[config.mk]
export PLATFORM = sky130hd
export DESIGN_NAME = crossbar_seq
export DESIGN_NICKNAME = d
export VERILOG_FILES = /design/src/rtl/crossbar_seq.sv
export SDC_FILE = /design/constraint.sdc
export NUM_CORES = 1
export LEC_CHECK = 0
export CAP_MARGIN = 20
export CORE_AREA = 2 2 68 86
export CTS_BUF_LIST = sky130_fd_sc_hd__clkbuf_4 sky130_fd_sc_hd__clkbuf_8 sky130_fd_sc_hd__clkbuf_16
export DETAILED_ROUTE_END_ITERATION = 10
export DIE_AREA = 0 0 70 88
export PLACE_DENSITY = 0.78
export REMOVE_ABC_BUFFERS = 1
export SLEW_MARGIN = 20
export SYNTH_ARGS = -nofsm -noshare
export SYNTH_HDL_FRONTEND = slang
export SYNTH_SLANG_ARGS = --single-unit
[constraint.sdc]
create_clock -name clk_i -period 2.9 [get_ports clk_i]
set_input_delay 0.58 -clock clk_i [delete_from_list [all_inputs] [get_ports clk_i]]
set_output_delay 0.58 -clock clk_i [all_outputs]
set_load 0.01 [all_outputs]
[src/rtl/crossbar_seq.sv]
// Command sequencer for the 8x8 ReRAM crossbar MAC array.
// Turns WRITE/FORM/MAC/CLEAR commands into timed bitline/wordline/selectline
// pulses, samples the array's row-OR output and returns MAC results on a
// valid/ready response channel. All line outputs are registered.
// Optional write-verify with retries: define CROSSBAR_SEQ_VERIFY_EN.
module crossbar_seq #(
  parameter int unsigned PULSE_CYCLES = 4,
  parameter int unsigned SAMPLE_LAT   = 2
`ifdef CROSSBAR_SEQ_VERIFY_EN
  ,
  parameter int unsigned MAX_RETRY    = 3
`endif
) (
  input  logic       clk_i,
  input  logic       rst_i,
  input  logic       cmd_valid_i,
  output logic       cmd_ready_o,
  input  logic [1:0] cmd_op_i,
  input  logic [2:0] cmd_row_i,
  input  logic [7:0] cmd_data_i,
  output logic       rsp_valid_o,
  input  logic       rsp_ready_i,
  output logic [7:0] rsp_data_o,
  output logic       rsp_err_o,
  output logic       busy_o,
  output logic [7:0] xb_bitline_o,
  output logic [7:0] xb_wordline_o,
  output logic [7:0] xb_selectline_o,
  output logic       xb_wenable_o,
  output logic       xb_form_o,
  output logic       xb_mac_o,
  input  logic [7:0] xb_out_i
);

  localparam int unsigned CntMax = (PULSE_CYCLES > SAMPLE_LAT) ? PULSE_CYCLES : SAMPLE_LAT;
  localparam int unsigned CntW   = $clog2(CntMax + 1);

  typedef enum logic [2:0] {StIdle, StSet, StReset, StRead, StWait, StResp} state_e;
  typedef enum logic [1:0] {OpWrite = 2'b00, OpForm = 2'b01, OpMac = 2'b10, OpClear = 2'b11} op_e;

  function automatic logic [7:0] onehot8(input logic [2:0] idx);
    onehot8 = 8'h01 << idx;
  endfunction

  state_e          state_q, state_d;
  op_e             op_q, op_d;
  logic [2:0]      row_q, row_d;
  logic [7:0]      data_q, data_d;
  logic [CntW-1:0] cnt_q, cnt_d;
  logic            rsp_valid_q, rsp_valid_d;
  logic [7:0]      rsp_data_q, rsp_data_d;
  logic            cmd_ready_q, cmd_ready_d;
  logic            busy_q, busy_d;
  logic [7:0]      bl_q, bl_d, wl_q, wl_d, sl_q, sl_d;
  logic            wen_q, wen_d, form_q, form_d, mac_q, mac_d;

`ifdef CROSSBAR_SEQ_VERIFY_EN
  localparam int unsigned RetryW = $clog2(MAX_RETRY + 1);

  logic [RetryW-1:0] retry_q, retry_d;
  logic              rsp_err_q, rsp_err_d;
  logic              mismatch;

  // Read-back of the written row must agree with whether any column was set.
  assign mismatch  = xb_out_i[row_q] != (|data_q);
  assign rsp_err_o = rsp_err_q;
`else
  assign rsp_err_o = 1'b0;
`endif

  // Next-state logic: sequencing, pulse/latency counters and response capture.
  always_comb begin
    state_d     = state_q;
    op_d        = op_q;
    row_d       = row_q;
    data_d      = data_q;
    cnt_d       = cnt_q;
    rsp_valid_d = rsp_valid_q;
    rsp_data_d  = rsp_data_q;
`ifdef CROSSBAR_SEQ_VERIFY_EN
    retry_d     = retry_q;
    rsp_err_d   = rsp_err_q;
`endif
    unique case (state_q)
      StIdle: begin
        if (cmd_valid_i && cmd_ready_q) begin
          op_d   = op_e'(cmd_op_i);
          row_d  = cmd_row_i;
          data_d = cmd_data_i;
`ifdef CROSSBAR_SEQ_VERIFY_EN
          retry_d = '0;
`endif
          unique case (op_e'(cmd_op_i))
            OpWrite, OpForm: begin
              state_d = StSet;
              cnt_d   = CntW'(PULSE_CYCLES - 1);
            end
            OpMac:   state_d = StRead;
            OpClear: begin
              state_d = StReset;
              cnt_d   = CntW'(PULSE_CYCLES - 1);
            end
            default: state_d = StIdle;
          endcase
        end
      end
      StSet: begin
        if (cnt_q == '0) begin
          if (op_q == OpForm) begin
            state_d = StIdle;
          end else begin
            state_d = StReset;
            cnt_d   = CntW'(PULSE_CYCLES - 1);
          end
        end else begin
          cnt_d = cnt_q - CntW'(1);
        end
      end
      StReset: begin
        if (cnt_q == '0) begin
`ifdef CROSSBAR_SEQ_VERIFY_EN
          state_d = (op_q == OpWrite) ? StRead : StIdle;
`else
          state_d = StIdle;
`endif
        end else begin
          cnt_d = cnt_q - CntW'(1);
        end
      end
      StRead: begin
        state_d = StWait;
        cnt_d   = CntW'(SAMPLE_LAT);
      end
      StWait: begin
        if (cnt_q == '0) begin
`ifdef CROSSBAR_SEQ_VERIFY_EN
          if (op_q == OpMac) begin
            state_d     = StResp;
            rsp_valid_d = 1'b1;
            rsp_data_d  = xb_out_i;
            rsp_err_d   = 1'b0;
          end else if (mismatch && (retry_q < RetryW'(MAX_RETRY))) begin
            retry_d = retry_q + RetryW'(1);
            state_d = StSet;
            cnt_d   = CntW'(PULSE_CYCLES - 1);
          end else begin
            state_d     = StResp;
            rsp_valid_d = 1'b1;
            rsp_data_d  = 8'h00;
            rsp_err_d   = mismatch;
          end
`else
          state_d     = StResp;
          rsp_valid_d = 1'b1;
          rsp_data_d  = xb_out_i;
`endif
        end else begin
          cnt_d = cnt_q - CntW'(1);
        end
      end
      StResp: begin
        if (rsp_ready_i) begin
          state_d     = StIdle;
          rsp_valid_d = 1'b0;
          rsp_data_d  = 8'h00;
`ifdef CROSSBAR_SEQ_VERIFY_EN
          rsp_err_d   = 1'b0;
`endif
        end
      end
      default: state_d = StIdle;
    endcase
  end

  // Line and handshake outputs decoded from the next state so they register in step with it.
  always_comb begin
    bl_d        = 8'h00;
    wl_d        = 8'h00;
    sl_d        = 8'h00;
    wen_d       = 1'b0;
    form_d      = 1'b0;
    mac_d       = 1'b0;
    cmd_ready_d = (state_d == StIdle);
    busy_d      = (state_d != StIdle);
    unique case (state_d)
      StSet: begin
        wl_d   = onehot8(row_d);
        bl_d   = data_d;
        wen_d  = 1'b1;
        form_d = (op_d == OpForm);
      end
      StReset: begin
        wen_d = 1'b1;
        if (op_d == OpClear) begin
          wl_d = 8'hFF;
          sl_d = 8'hFF;
        end else begin
          wl_d = onehot8(row_d);
          sl_d = ~data_d;
        end
      end
      StRead, StWait: begin
        mac_d = 1'b1;
        wl_d  = (op_d == OpMac) ? data_d : onehot8(row_d);
      end
      default: ;
    endcase
  end

  // State and registered outputs; reset drops every line asynchronously.
  always_ff @(posedge clk_i or posedge rst_i) begin
    if (rst_i) begin
      state_q     <= StIdle;
      op_q        <= OpWrite;
      row_q       <= '0;
      data_q      <= '0;
      cnt_q       <= '0;
      rsp_valid_q <= 1'b0;
      rsp_data_q  <= '0;
      cmd_ready_q <= 1'b0;
      busy_q      <= 1'b0;
      bl_q        <= '0;
      wl_q        <= '0;
      sl_q        <= '0;
      wen_q       <= 1'b0;
      form_q      <= 1'b0;
      mac_q       <= 1'b0;
`ifdef CROSSBAR_SEQ_VERIFY_EN
      retry_q     <= '0;
      rsp_err_q   <= 1'b0;
`endif
    end else begin
      state_q     <= state_d;
      op_q        <= op_d;
      row_q       <= row_d;
      data_q      <= data_d;
      cnt_q       <= cnt_d;
      rsp_valid_q <= rsp_valid_d;
      rsp_data_q  <= rsp_data_d;
      cmd_ready_q <= cmd_ready_d;
      busy_q      <= busy_d;
      bl_q        <= bl_d;
      wl_q        <= wl_d;
      sl_q        <= sl_d;
      wen_q       <= wen_d;
      form_q      <= form_d;
      mac_q       <= mac_d;
`ifdef CROSSBAR_SEQ_VERIFY_EN
      retry_q     <= retry_d;
      rsp_err_q   <= rsp_err_d;
`endif
    end
  end

  assign cmd_ready_o     = cmd_ready_q;
  assign rsp_valid_o     = rsp_valid_q;
  assign rsp_data_o      = rsp_data_q;
  assign busy_o          = busy_q;
  assign xb_bitline_o    = bl_q;
  assign xb_wordline_o   = wl_q;
  assign xb_selectline_o = sl_q;
  assign xb_wenable_o    = wen_q;
  assign xb_form_o       = form_q;
  assign xb_mac_o        = mac_q;

endmodule
Yosys cells after proc, flatten, opt, wreduce, memory -nomap -nowiden

Index checks and enable logic that the tools add are counted.

Reductions and logical operators: 15
Bitwise logic cells: 1
Shifts and indexed selects: 1
Add/subtract/negate cells: 1
Equal/unequal tests: 22
Mux-type cells: 35

Operators with widths:

| kind                                                                  | count |
|---|---|
| 8-bit 2-to-1 mux                                                      | 9 |
| 3-bit 2-to-1 mux                                                      | 12 |
| 8-bit one-hot mux with 3 select lines                                 | 1 |
| 3-bit one-hot mux with 6 select lines                                 | 1 |
| 8-bit one-hot mux with 2 select lines                                 | 1 |
| 3-bit by 2-bit equality test with 1-bit output, second input constant | 4 |
| 3-bit one-hot mux with 4 select lines                                 | 1 |
| 2-bit inequality test, second input constant                          | 5 |
| 3-bit equality test, second input constant                            | 3 |
| 3-bit logical NOT                                                     | 3 |
| 3-bit one-hot mux with 3 select lines                                 | 1 |
| 2-bit equality test, second input constant                            | 4 |
| 8-bit NOT                                                             | 1 |
| 2-bit OR reduction                                                    | 4 |
| 1-bit by 3-bit left shift with 8-bit output, first input constant     | 1 |
| 2-bit by 1-bit equality test with 1-bit output, second input constant | 3 |
| 3-bit by 1-bit equality test with 1-bit output, second input constant | 2 |
| 2-bit 2-to-1 mux                                                      | 3 |
| 1-bit 2-to-1 mux                                                      | 5 |
| 5-bit AND reduction                                                   | 1 |
| 4-bit nonzero test                                                    | 1 |
| 3-bit inequality test, second input constant                          | 1 |
| 3-bit AND reduction                                                   | 1 |
| 3-bit nonzero test                                                    | 1 |
| 6 further kinds                                                       | 6 |

Output and inout bits: 39
Word-level logic and storage cells: 90
Register bits: 57

Logic depth before layout (Yosys ltp)

Depth in word-level cells: 8
Gate-level depth with buffers: 11
Depth with buffers taken out: 10

Worst setup path before layout

Ideal clock, no wire load.

Path type: flip-flop to flip-flop
From: register cnt_q[0]
To: register wl_q[3], in the netlist xb_wordline_o[3]
Cell stages (with the launch flop): 11
Slack: 0.542 ns
Setup time: 0.065 ns
Arrival: 2.292 ns
Buffers on the path: 1
Required time: 2.835 ns
Clock period less this slack: 2.358 ns
Cells stage by stage: dfrtp_1 > inv_1 > ha_1 > nor2b_1 > nor2_1 > o32ai_2 > or3b_1 > buf_4 > and2_4 > clkinv_4 > a22o_1

Longest elaborated chain between the ends: 6
Elaborated cells between the ends (all ways): 11

RTL lines:

| what                                                                                         | RTL line      | RTL |
|---|---|---|
| start: declaration                                                                           | 49            | `logic [CntW-1:0] cnt_q, cnt_d;` |
| start signal: assignment                                                                     | 237           | `cnt_q <= cnt_d;` |
| 3-bit logical NOT *                                                                          | 108, 120, 135 |  |
| 3-bit 2-to-1 mux (on tied branches)                                                          | 135, 108, 120 |  |
| 3-bit one-hot mux with 6 select lines *                                                      | 84            | `unique case (state_q)` |
| named net state_d[0]                                                                         | 45            | `state_e state_q, state_d;` |
| 3-bit by 2-bit equality test with 1-bit output / 3-bit equality test (equally long branches) | 185           | `unique case (state_d)` |
| 2-bit OR reduction                                                                           | 185           |  |
| 8-bit one-hot mux with 3 select lines *                                                      | 185           |  |
| named net wl_d[3]                                                                            | 54            | `logic [7:0] bl_q, bl_d, wl_q, wl_d, sl_q, sl_d;` |
| end signal: assignment                                                                       | 243           | `wl_q <= wl_d;` |
| end: declaration                                                                             | 54            |  |

The timed path passes the listed nets; every way through them passes the cells marked *.
A chain may end at the register's enable or synchronous reset.

Worst setup path after layout

From: register cnt_q[0]
To: register wl_q[7], in the netlist xb_wordline_o[7]

Same word-level chain as after synthesis.

==> results.yml <==
floorplanning:
  fp-row-count: 30
  die_area_um2: 6160
  io_pins: 64
  fp.dieH_um: 88
  core_um2: 5330
  die_w_um: 70
  initial_core_util_pct: 48.0
job:
  maxCapViolations: 0
drt:
  wire_per_inst_um: 14.6
  drtIter0Drc: 131
  drc: 0
  viasPerCell: 5.27
  ant_nets: 0
  vias: 2004
  drt_first_pass_iters: 5
  drt_wl_total_mm: 5.55
setup_path:
  crit_start: "cnt_q[0]"
  critPathBufInv: 3
  cp.required_ns: 3.17
  critPathKind: "reg2reg"
  cp_top_family: "simple AND/OR/NAND/NOR gates"
  path_max_fanout: 5
  slowest_delay_ns: 0.42
  reg2reg_to: "xb_wordline_o[7]"
  end_kind: "flop"
  rrSetupSlack_ns: 0.44
  crit_path_cell_trace: "inv_1 -> ha_1 -> nor2b_1 -> nor2_1 -> a221oi_2 -> inv_2 -> or3b_1 -> and2_4 -> clkinv_4 -> a22o_1"
  reg2reg_from: "cnt_q[0]"
  worstRegToRegCells: 10
  slowest_stage: "or3b_1"
  cp.arrival_ns: 2.73
  critPathLaunchType: "flop"
final_layout:
  num_antenna_cells: 0
  final_cells: 380
  multi_input_area_um2: 1000
  stdcell_area_um2: 3460
  final-seq-area_um2: 1430
  final_core_util_pct: 64.9
  drive_gt1_share_pct: 10.8
  nets: 338
  area_growth_pct: 35.3
  num-fill-cells: 424
grt:
  antenna_found_initial: 0
  track_usage_pct: 19.3
  grt_overflow: 0
  grt_pass1_vias: 1887
  grt_max_degree: 32
  grt_pass1_wl_mm: 9.16
timing:
  skew_ns: 0.00515
  rsz0062_at_grt: "false"
  tns_ns: 0
  maxClockFrequency_mhz: 407
  period_share_pct: 84.8
  setup_violations: 0
  maxSlewHeadroom_pct: 62.1
  drv_slew: 0
  period_minus_slack_ns: 2.46
  tightest_slew_ns: 0.567
  hold_violations: 0
  whs_ns: 0.492
power:
  power.density_nw_per_um2: 1090
  leakagePower_uw: 0.00163
  peakVddDrop_uv: 658
synthesis:
  synth-xor-area-share_pct: 0
  synthAdderAreaFrac_pct: 0.978
  synth_top_family_by_area: "simple AND/OR/NAND/NOR gates"
  synth-edff-count: 0
  synth_async_sr_flop_share_pct: 100
  ys_seq_elements: 57
  synthesis.instances: 243
  yosysTopAreaCell: "dfrtp_1"
  synth-simple-area-share_pct: 16.7
  ys_types: 46
  synth-warning-count: 0
  ys_top_cells_by_area: "dfrtp_1 (56%), mux2i_1 (5.5%), nand2_1 (5.0%)"
  yosys.area.top_type_share_pct: 55.8
  ys.flop_type: "dfrtp_1"
  yosysSeqAreaShare_pct: 55.8
  synth_compound_area_share_pct: 15.8
  avgSynthCellArea_um2: 10.5
  synth_mux_area_share_pct: 5.48
  syn-cell-area_um2: 2560
clock_network:
  clock_path_buffers: 2
  htreeDepth: 3
  cts_tree: "done"
  ctsHoldBuffers: 0
  cts_resized: 0
  cts_root_buf: "clkbuf_8"
  cts_sinks: 57
  cts_made_buffers: 9
  clk_pin_slew_ns: 0.06
  postCtsSetupBuffers: 0
  clock_latency_ns: 0.34
placed_design:
  dp_cells: 364
  gp_congestion: 0.829
  hpwlAfterDp_mm: 3.83
  portBuffers: 62
  placed_cell_area_um2: 3270
worst_hold_path:
  hold_depth: 1
  hp-class: "reg2reg"
  hp-start: "rsp_valid_o"
  holdPathEnd: "rsp_valid_o"
outcome:
  status: "completed"
state kept, by name, indices dropped and copies added, names as in the netlist:
name,count
cnt_q,3
data_q,8
xb_selectline_o,8
xb_mac_o,1
rsp_valid_o,1
state_q,3
op_q,2
row_q,3
xb_form_o,1
rsp_data_o,8
busy_o,1
xb_wordline_o,8
xb_wenable_o,1
xb_bitline_o,8
cmd_ready_o,1
through the flow:
| step | setup WS (ns) | total power [uW] |
|---|---|---|
| 2_1_floorplan | 0.515 | 2350 |
| 3_3_place_gp | 0.357 | 3020 |
| 3_5_place_dp | 0.306 | 3060 |
| 4_1_cts | 0.436 | 3800 |
| 5_1_grt | 0.188 | 4040 |
| 6_report | 0.441 | 3770 |
report_power, final:
group | total (uW) | switching [uW] | internal, uW
logic | 1740 | 904 | 841
registers | 1300 | 205 | 1100
clock network | 722 | 309 | 413
synth_stat cells, drive strengths merged (3+ instances only):
cell type   n
o22ai       5
nor3        6
buf         6
nand2      34
a21oi      13
inv        15
nor2b       6
clkbuf      7
a41oi       4
nor2       16
and2        3
nand2b      4
a22o       12
nor3b       3
o21ai       7
dfrtp      57
nand3       3
mux2i      14
worst register-to-register path, delay by kind of cell (launching register included):
| kind | cells | cell delay, ns |
|---|---|---|
| AND/OR/NAND/NOR | 4 | 1.04 |
| AO/OA/AOI/OAI | 2 | 0.50 |
| flip-flops | 1 | 0.41 |
| buffers and inverters | 3 | 0.27 |
| adder cells (fa/ha/maj) | 1 | 0.17 |
logic make-up (layout without fill, tap and decap cells):
| kind of cell | after synthesis | in the layout |
|---|---|---|
| simple gates | 86 | 86 |
| flops | 57 | 57 |
| compound gates | 54 | 54 |
| buf+inv | 29 | 102 |
| mux | 14 | 14 |
| fa+ha+maj | 2 | 2 |
| other cells | 1 | 1 |
cell usage in the layout, fill, tap and decap left out, drive strengths merged, types with 2 or more instances in the layout:
cell,Yosys,layout
clkdlybuf4s50,0,62
dfrtp,57,57
nand2,34,34
nor2,16,16
inv,15,15
mux2i,14,14
a21oi,13,13
a22o,12,12
clkbuf,7,10
buf,6,8
o21ai,7,7
nor2b,6,6
nor3,6,6
o22ai,5,5
clkinv,1,5
nand2b,4,4
a41oi,4,4
nand3,3,3
nor3b,3,3
and2,3,3
nor4,2,2
a21o,2,2
or3,2,2
o41ai,2,2
o211ai,2,2
a311oi,2,2
ha,2,2
worst max path at each step:
stage / to / slack, ns / depth (start not counted)
2_1_floorplan: xb_wordline_o[3] / 0.52 / 9
3_3_place_gp: xb_wordline_o[3] / 0.36 / 8
3_5_place_dp: xb_wordline_o[7] / 0.31 / 8
4_1_cts: xb_wordline_o[7] / 0.44 / 10
5_1_grt: xb_form_o / 0.19 / 9
6_report: xb_wordline_o[7] / 0.44 / 10
cell type report:
type / count / area share, %
sequential: 57 / 41.2
multi-input combinational: 157 / 28.9
timing repair buffer: 70 / 20.0
clock buffer: 10 / 3.98
tap: 64 / 2.31
inverter: 16 / 1.88
clock inverter: 6 / 1.66
metal layers:
metal	track usage [%]	vias up	share of wire [%]
li1	-	982	-
met1	25.5	948	45
met2	29.1	66	46
met3	6.10	8	6.6
met4	9.44	0	1.8
met5	0	-	0
Note: power is estimated with default switching activity, not from simulation.
